===== src/rtl/riscv_ctrl_pkg.sv =====
// Shared encodings for the multicycle RISC-V control unit: FSM states,
// opcodes, ALU operation classes and ALU control codes.
package riscv_ctrl_pkg;

  typedef enum logic [3:0] {
    S_FETCH    = 4'd0,
    S_DECODE   = 4'd1,
    S_MEMADR   = 4'd2,
    S_MEMREAD  = 4'd3,
    S_MEMWB    = 4'd4,
    S_MEMWRITE = 4'd5,
    S_EXECR    = 4'd6,
    S_EXECI    = 4'd7,
    S_ALUWB    = 4'd8,
    S_BEQ      = 4'd9,
    S_JAL      = 4'd10
  } state_e;

  localparam logic [6:0] OP_LW    = 7'b0000011;
  localparam logic [6:0] OP_SW    = 7'b0100011;
  localparam logic [6:0] OP_RTYPE = 7'b0110011;
  localparam logic [6:0] OP_ITYPE = 7'b0010011;
  localparam logic [6:0] OP_BEQ   = 7'b1100011;
  localparam logic [6:0] OP_JAL   = 7'b1101111;

  localparam logic [1:0] ALUOP_ADD   = 2'b00;
  localparam logic [1:0] ALUOP_SUB   = 2'b01;
  localparam logic [1:0] ALUOP_FUNCT = 2'b10;

  localparam logic [2:0] ALU_ADD = 3'b000;
  localparam logic [2:0] ALU_SUB = 3'b001;
  localparam logic [2:0] ALU_AND = 3'b010;
  localparam logic [2:0] ALU_OR  = 3'b011;
  localparam logic [2:0] ALU_SLT = 3'b101;

  localparam logic [1:0] SRC_A_PC    = 2'b00;
  localparam logic [1:0] SRC_A_OLDPC = 2'b01;
  localparam logic [1:0] SRC_A_RD1   = 2'b10;

  localparam logic [1:0] SRC_B_RD2  = 2'b00;
  localparam logic [1:0] SRC_B_IMM  = 2'b01;
  localparam logic [1:0] SRC_B_FOUR = 2'b10;

  localparam logic [1:0] RES_ALUOUT = 2'b00;
  localparam logic [1:0] RES_RDATA  = 2'b01;
  localparam logic [1:0] RES_ALURES = 2'b10;

  localparam logic [1:0] IMM_I = 2'b00;
  localparam logic [1:0] IMM_S = 2'b01;
  localparam logic [1:0] IMM_B = 2'b10;
  localparam logic [1:0] IMM_J = 2'b11;

endpackage


===== src/rtl/alu_decoder.sv =====
// Maps the FSM's ALU operation class plus instruction fields onto the
// datapath ALU control code.
module alu_decoder
  import riscv_ctrl_pkg::*;
(
  input  logic [1:0] aluop,
  input  logic [2:0] funct3,
  input  logic       op_b5,
  input  logic       funct7b5,
  output logic [2:0] alu_control
);

  always_comb begin
    alu_control = ALU_ADD;
    case (aluop)
      ALUOP_ADD: alu_control = ALU_ADD;
      ALUOP_SUB: alu_control = ALU_SUB;
      ALUOP_FUNCT: begin
        case (funct3)
          // funct7b5 only means subtract for register-register ops, not addi
          3'b000:  alu_control = (op_b5 && funct7b5) ? ALU_SUB : ALU_ADD;
          3'b010:  alu_control = ALU_SLT;
          3'b110:  alu_control = ALU_OR;
          3'b111:  alu_control = ALU_AND;
          default: alu_control = ALU_ADD;
        endcase
      end
      default: alu_control = ALU_ADD;
    endcase
  end

endmodule


===== src/rtl/mc_controller.sv =====
// Moore control FSM for a multicycle RISC-V datapath: sequences fetch,
// decode and per-class execute states and drives the datapath selects.
module mc_controller
  import riscv_ctrl_pkg::*;
(
  input  logic       clk,
  input  logic       srst,
  input  logic [6:0] op,
  input  logic [2:0] funct3,
  input  logic       funct7b5,
  input  logic       zero,
  output logic       pc_write,
  output logic       adr_src,
  output logic       ir_write,
  output logic       mem_w,
  output logic       reg_w,
  output logic [1:0] result_src,
  output logic [1:0] alu_src_a,
  output logic [1:0] alu_src_b,
  output logic [1:0] imm_src,
  output logic [2:0] alu_control,
  output logic       instr_done,
  output logic       illegal
);

  state_e     state_q, state_d;
  state_e     out_state;
  logic [1:0] aluop;
  logic       pc_update;
  logic       branch;

  always_ff @(posedge clk) begin
    if (srst) state_q <= S_FETCH;
    else      state_q <= state_d;
  end

  always_comb begin
    state_d = state_q;
    case (state_q)
      S_FETCH: state_d = S_DECODE;
      S_DECODE: begin
        case (op)
          OP_LW, OP_SW: state_d = S_MEMADR;
          OP_RTYPE:     state_d = S_EXECR;
          OP_ITYPE:     state_d = S_EXECI;
          OP_BEQ:       state_d = S_BEQ;
          OP_JAL:       state_d = S_JAL;
          default:      state_d = S_FETCH;
        endcase
      end
      S_MEMADR:  state_d = (op == OP_LW) ? S_MEMREAD : S_MEMWRITE;
      S_MEMREAD: state_d = S_MEMWB;
      S_EXECR, S_EXECI, S_JAL: state_d = S_ALUWB;
      S_MEMWB, S_MEMWRITE, S_ALUWB, S_BEQ: state_d = S_FETCH;
      default: state_d = S_FETCH;
    endcase
  end

  // During reset the outputs present FETCH values, with enables masked below
  assign out_state = srst ? S_FETCH : state_q;

  always_comb begin
    pc_update  = 1'b0;
    branch     = 1'b0;
    adr_src    = 1'b0;
    ir_write   = 1'b0;
    mem_w      = 1'b0;
    reg_w      = 1'b0;
    result_src = RES_ALUOUT;
    alu_src_a  = SRC_A_PC;
    alu_src_b  = SRC_B_RD2;
    aluop      = ALUOP_ADD;
    instr_done = 1'b0;
    illegal    = 1'b0;
    case (out_state)
      S_FETCH: begin
        ir_write   = 1'b1;
        alu_src_b  = SRC_B_FOUR;
        result_src = RES_ALURES;
        pc_update  = 1'b1;
      end
      S_DECODE: begin
        alu_src_a = SRC_A_OLDPC;
        alu_src_b = SRC_B_IMM;
        case (op)
          OP_LW, OP_SW, OP_RTYPE, OP_ITYPE, OP_BEQ, OP_JAL: illegal = 1'b0;
          default: illegal = 1'b1;
        endcase
      end
      S_MEMADR: begin
        alu_src_a = SRC_A_RD1;
        alu_src_b = SRC_B_IMM;
      end
      S_MEMREAD: adr_src = 1'b1;
      S_MEMWB: begin
        result_src = RES_RDATA;
        reg_w      = 1'b1;
        instr_done = 1'b1;
      end
      S_MEMWRITE: begin
        adr_src    = 1'b1;
        mem_w      = 1'b1;
        instr_done = 1'b1;
      end
      S_EXECR: begin
        alu_src_a = SRC_A_RD1;
        aluop     = ALUOP_FUNCT;
      end
      S_EXECI: begin
        alu_src_a = SRC_A_RD1;
        alu_src_b = SRC_B_IMM;
        aluop     = ALUOP_FUNCT;
      end
      S_ALUWB: begin
        reg_w      = 1'b1;
        instr_done = 1'b1;
      end
      S_BEQ: begin
        alu_src_a  = SRC_A_RD1;
        aluop      = ALUOP_SUB;
        branch     = 1'b1;
        instr_done = 1'b1;
      end
      S_JAL: begin
        alu_src_a = SRC_A_OLDPC;
        alu_src_b = SRC_B_FOUR;
        pc_update = 1'b1;
      end
      default: begin
        pc_update = 1'b0;
      end
    endcase
    if (srst) begin
      ir_write   = 1'b0;
      mem_w      = 1'b0;
      reg_w      = 1'b0;
      instr_done = 1'b0;
      illegal    = 1'b0;
    end
  end

  assign pc_write = ~srst & (pc_update | (branch & zero));

  always_comb begin
    case (op)
      OP_LW, OP_ITYPE: imm_src = IMM_I;
      OP_SW:           imm_src = IMM_S;
      OP_BEQ:          imm_src = IMM_B;
      OP_JAL:          imm_src = IMM_J;
      default:         imm_src = IMM_I;
    endcase
  end

  alu_decoder u_alu_decoder (
    .aluop       (aluop),
    .funct3      (funct3),
    .op_b5       (op[5]),
    .funct7b5    (funct7b5),
    .alu_control (alu_control)
  );

endmodule


===== config.mk =====
export PLATFORM = sky130hd
export DESIGN_NAME = mc_controller
export DESIGN_NICKNAME = d
export VERILOG_FILES = /design/src/rtl/riscv_ctrl_pkg.sv /design/src/rtl/alu_decoder.sv /design/src/rtl/mc_controller.sv
export SDC_FILE = /design/constraint.sdc
export NUM_CORES = 1
export LEC_CHECK = 0
export CAP_MARGIN = 20
export CELL_PAD_IN_SITES_DETAIL_PLACEMENT = 1
export CELL_PAD_IN_SITES_GLOBAL_PLACEMENT = 2
export CORE_UTILIZATION = 20
export CTS_CLUSTER_DIAMETER = 150
export DETAILED_ROUTE_END_ITERATION = 12
export GPL_ROUTABILITY_DRIVEN = 0
export GPL_TIMING_DRIVEN = 1
export HOLD_SLACK_MARGIN = 0.05
export PLACE_DENSITY = 0.78
export SKIP_CTS_REPAIR_TIMING = 1
export SLEW_MARGIN = 20
export SYNTH_ARGS = -nofsm -noshare
export SYNTH_HDL_FRONTEND = slang
export SYNTH_SLANG_ARGS = --single-unit

===== constraint.sdc =====
create_clock -name clk -period 1.7 [get_ports clk]
set_input_delay 0.255 -clock clk [delete_from_list [all_inputs] [get_ports clk]]
set_output_delay 0.255 -clock clk [all_outputs]
set_load 0.02 [all_outputs]

---- After elaboration in Yosys (flattened, before gate mapping) ----
Cells that the tools add are included.
storage, ports and cells
  bits in registers ....................... 4
  input port bits ......................... 14
  output and inout port bits .............. 18
  word-level logic and storage cells ...... 73
operators by class
  equality and inequality tests ........... 27
  mux-type cells .......................... 26
  bitwise logic cells ..................... 4
  reductions and logical operators ........ 15
operators by type and width
  kind                                                  number
  one-hot mux 4 bit (5 select lines)                    2
  equality test 4 x 3 -> 1 bit (second input constant)  6
  equality test 4 x 2 -> 1 bit (second input constant)  4
  equality test 4 bit (second input constant)           4
  one-hot mux 2 bit (2 select lines)                    4
  2-to-1 mux 1 bit                                      15
  equality test 7 x 6 -> 1 bit (second input constant)  2
  equality test 7 bit (second input constant)           2
  one-hot mux 3 bit (4 select lines)                    1
  OR reduction 2 bit                                    6
  equality test 4 x 1 -> 1 bit (second input constant)  2
  zero test 4 bit                                       2
  OR reduction 4 bit                                    2
  equality test 7 x 2 -> 1 bit (second input constant)  1
  equality test 7 x 5 -> 1 bit (second input constant)  1
  equality test 3 bit (second input constant)           2
  one-hot mux 2 bit (3 select lines)                    1
  one-hot mux 3 bit (2 select lines)                    1
  OR reduction 3 bit                                    2
  OR reduction 6 bit                                    1
  2-to-1 mux 4 bit                                      1
  equality test 3 x 2 -> 1 bit (second input constant)  1
  zero test 3 bit                                       1
  2-to-1 mux 3 bit                                      1
  6 further kinds                                       7

---- Depth between registers and ports, before layout ----
  depth after elaboration ................. 6
  mapped depth ............................ 9
  mapped depth without buffers ............ 7

---- By module ----
From an unflattened synthesis, not the netlist that was laid out.
second synthesis, totals
  cell total of the unflattened synthesis .. 83
  area, all modules ....................... 615.6 µm²
by module, submodules not included
  module         instances  cells an instance  area an instance (µm²)  sequential area each (µm²)
  mc_controller  1          72                 519.2                   80.1
  alu_decoder    1          11                 96.3                    0.0

---- Worst setup path before layout ----
No wires, ideal clock.
  kind .................................... register -> output
  from .................................... register state_q[2]
  to ...................................... output port alu_control[1]
  arrival ................................. 1613 ps
  required time ........................... 1445 ps
  slack ................................... -168 ps
  stages on the path, launching flop included .. 6
  buffers on the path ..................... 1
  path through ............................ dfxtp_1 > buf_4 > nor2_1 > and3_1 > ha_1 > nor3b_1
between the ends
  cells in the longest elaborated chain, start to end .. 6
  elaborated cells on any way between the ends .. 9
  classes of those cells .................. eq/ne: 5; mux: 3; reduce/logical: 1
ends and longest elaborated chain
  what                                                                 RTL line             source
  start, declared                                                      mc_controller.sv:26  state_e state_q, state_d;
  start signal, assigned                                               mc_controller.sv:34  else state_q <= state_d;
  2-to-1 mux 4 bit (*)                                                 mc_controller.sv:60  assign out_state = srst ? S_FETCH : state_q;
  equality test 4 x 3 -> 1 bit                                         mc_controller.sv:75  case (out_state)
  OR reduction 2 bit (no line)                                         -
  one-hot mux 2 bit (2 select lines) (*)                               mc_controller.sv:75
  equality test 2 bit or equality test 2 x 1 -> 1 bit (tied branches)  alu_decoder.sv:15    case (aluop)
  one-hot mux 3 bit (2 select lines) (*)                               alu_decoder.sv:15
  end, declared                                                        mc_controller.sv:21  output logic [2:0] alu_control,
Every way passes the cells marked *; elsewhere a longest branch is shown, timed or not.

---- Worst setup path after layout ----
  from .................................... register state_q[1]
  to ...................................... output port alu_control[0]
The elaborated chain is that of the path after synthesis.

==> impl_metrics.csv <==
group,metric,value,unit
critical_path,setup.worst_path.end,"alu_control[0]",
final_layout,drive_gt1_frac,0.567,
drt,drc,0,
job,maxCapViolCount,0,
drt,ant_nets,0,
final_layout,nFillCells,376,
sta,slew_headroom,0.771,
critical_path,cp_max_fo,2,
sta,fin_crit_sh,1.12,
critical_path,crit_start,"state_q[1]",
sta,fin_crit,1900,ps
sta,rsz0062_at_grt,"true",
outcome,violations,"negative setup slack",
die,ios,32,
critical_path,required,1440,ps
critical_path,rrSetupSlack,400,ps
min_path,min-delay-path-class,"input pin to flip-flop",
drt,dr.first_iter.drc_count,13,
final_layout,fin_area,0.00142,mm^2
final_layout,fin_nets,175,
critical_path,ff2ff_path_depth,5,
placement,io_buffers,31,
die,rows,20,
drt,viasPerCell,4.67,
drt,vias,939,
sta,fmax,0.527,GHz
critical_path,slowest_stage,"dfxtp_2",
clock_network,clock_path_buffers,2,
critical_path,path_cells,"and2b_2, and3_4, inv_2, ha_4, nor2b_1, o21ai_1, a21oi_2, buf_6",
final_layout,area_growth,118,%
logic_synthesis,ys_seq_elements,4,
final_layout,diodes,0,
global_route,grt_pass1_vias,876,
die,fp.dieW,59.1,um
clock_network,clock_sinks,4,
drt,drt_wl_total,2.68,mm
sta,hold_slack,505,ps
placement,hpwl,1.89,mm
clock_network,cts_made_buffers,3,
die,floorplan.initialDensity,0.212,
critical_path,end_kind,"output port",
power,power.leakage,0.703,nW
sta,tns,-400,ps
logic_synthesis,syn_avg_cell_area,7.01,um^2
critical_path,critPathMaxStageDelay,320,ps
final_layout,mostFrequentLayoutCells,"buf_4 (38), nand2_1 (9), dlymetal6s2s_1 (9)",
logic_synthesis,ys_types,40,
logic_synthesis,ys_seq_area_frac,0.123,
critical_path,critPathKind,"flip-flop to output port",
final_layout,layout.cells.non_filler,201,
critical_path,r2r_end,"state_q[0]",
sta,setup_ws,-196,ps
logic_synthesis,synth_area,652,um^2
final_layout,reg.largest.list,"state_q: 4 flops",
drt,wl_per_cell,13.3,um
sta,fin_skew,6.52,ps
final_layout,top_register,"state_q",
logic_synthesis,synth_nets,109,
final_layout,largest_reg_flops,4,
power,total_power,0.000423,W
clock_network,worstSkewPairLatency,250,ps
critical_path,cp.depth,8,
final_layout,final_common_cell,"buf_4",
drt,drtPass1Iterations,5,
placement,place_area,0.00121,mm^2
global_route,globalRouteOverflowTotal,0,
global_route,antenna_found_initial,0,
clock_network,cts_root_buf,"clkbuf_4",
global_route,grt_max_degree,13,
power,powerDensity,298,mW/mm^2
clock_network,cts_tree,"yes",
placement,place_inst,191,
critical_path,crit_arrival,1640,ps
global_route,grt_pass1_wl,4.05,mm
sta,hold_viol,0,
sta,setup_viol,4,
sta,tightest_slew,342,ps
critical_path,r2r_start,"state_q[2]",
power,peakVddDrop,0.116,mV
logic_synthesis,netlist_instances,93,
die,die_y,59.1,um
clock_network,h-tree-depth,1,
clock_network,cts.reportedPaths.clkPinSlew,40,ps
global_route,grt_use_total,0.153,
critical_path,path_delay_family,"simple AND/OR/NAND/NOR gates",
sta,final_max_slew_viol_count,0,
outcome,status,"finished, violations left",
die,core,0.00308,mm^2
logic_synthesis,yosysWarnings,0,
critical_path,start_kind,"flip-flop",
die,dieArea,0.00349,mm^2
critical_path,path_buf_inv,2,
==> worst reg2reg max path, delay by kind of cell, from the launching register on <==
kind / cells / cell delay (ps)
AOI/OAI and AO/OA: 2 / 310
buffers and inverters: 2 / 270
and+or+nand+nor: 1 / 290
DFF: 1 / 330
==> cell usage after synthesis <==
| cell type | number | area, um^2 |
|---|---|---|
| a211o_1 | 1 | 8.76 |
| a211oi_1 | 1 | 7.51 |
| a21boi_0 | 1 | 7.51 |
| a21o_1 | 1 | 7.51 |
| a21oi_1 | 4 | 20.0 |
| a221oi_2 | 1 | 15.0 |
| a31oi_1 | 1 | 6.26 |
| and2b_1 | 1 | 7.51 |
| and3_1 | 1 | 6.26 |
| and3b_1 | 3 | 26.3 |
| buf_2 | 3 | 15.0 |
| buf_4 | 2 | 15.0 |
| buf_6 | 2 | 22.5 |
| clkbuf_2 | 1 | 5.00 |
| dfxtp_1 | 4 | 80.1 |
| ha_1 | 2 | 25.0 |
| inv_1 | 7 | 26.3 |
| inv_2 | 1 | 3.75 |
| mux2i_1 | 2 | 20.0 |
| nand2_1 | 10 | 37.5 |
| nand2_2 | 1 | 6.26 |
| nand2b_1 | 1 | 6.26 |
| nand3_1 | 3 | 15.0 |
| nand4_1 | 4 | 25.0 |
| nor2_1 | 3 | 11.3 |
| nor2_2 | 2 | 12.5 |
| nor2b_1 | 2 | 12.5 |
| nor3_1 | 8 | 40.0 |
| nor3_2 | 2 | 20.0 |
| nor3b_1 | 3 | 22.5 |
| nor4_1 | 3 | 18.8 |
| nor4_2 | 1 | 12.5 |
| o21ai_0 | 1 | 5.00 |
| o21ai_1 | 2 | 10.0 |
| o31ai_2 | 1 | 12.5 |
| o32ai_1 | 1 | 8.76 |
| o41ai_1 | 1 | 8.76 |
| or3_1 | 1 | 6.26 |
| xnor2_1 | 3 | 26.3 |
| xor2_1 | 1 | 8.76 |
==> worst min path at each step <==
stage                    start          to  cells after the start
detailed placement  state_q[3]  state_q[0]                      4
floorplan                op[0]  state_q[1]                      2
global placement    state_q[3]  state_q[0]                      4
finish                   op[4]  state_q[2]                      4
CTS                      op[0]  state_q[1]                      4
global route             op[4]  state_q[2]                      4
==> cells by family after synthesis <==
logic type,count (synthesis),share of synthesized area
simple gates,49,0.440
compound gates,16,0.180
buf+inv,16,0.134
xor+xnor,4,0.0538
flops,4,0.123
mux,2,0.0307
fa+ha+maj,2,0.0384
==> layout make-up <==
cell class                      instances  area, um^2  area share
Multi-Input combinational cell         73         623       0.438
Timing Repair Buffer                   69         604       0.425
Sequential cell                         4        86.3      0.0607
Tap cell                               44        55.1      0.0387
Inverter                                8        30.0      0.0211
Clock buffer                            3        22.5      0.0158
==> routing by layer <==
layer | global-route usage | wire length (um) | share of wire | vias up
met5 | 0 | 0 | 0 | -
met4 | 0.0714 | 27 | 0.010 | 0
met3 | 0.0197 | 80 | 0.030 | 2
met2 | 0.258 | 1420 | 0.53 | 25
met1 | 0.191 | 1150 | 0.43 | 452
li1 | - | - | - | 460
==> stage by stage <==
| stage | setup WS [ps] | util |
|---|---|---|
| 6_report | -196 | 0.462 |
| 5_1_grt | -265 | 0.462 |
| 2_1_floorplan | 0.610 | - |
| 3_5_place_dp | -816 | 0.392 |
| 3_3_place_gp | -751 | 0.392 |
| 4_1_cts | -831 | 0.399 |
==> power breakdown <==
part / switching [W] / internal [W] / total (W)
clock network: 0.0000476 / 0.0000795 / 0.000127
logic: 0.0000982 / 0.000102 / 0.000200
registers: 0.00000130 / 0.0000949 / 0.0000962
total: 0.000147 / 0.000276 / 0.000423
No activity file was read; power rests on OpenSTA's default activity.
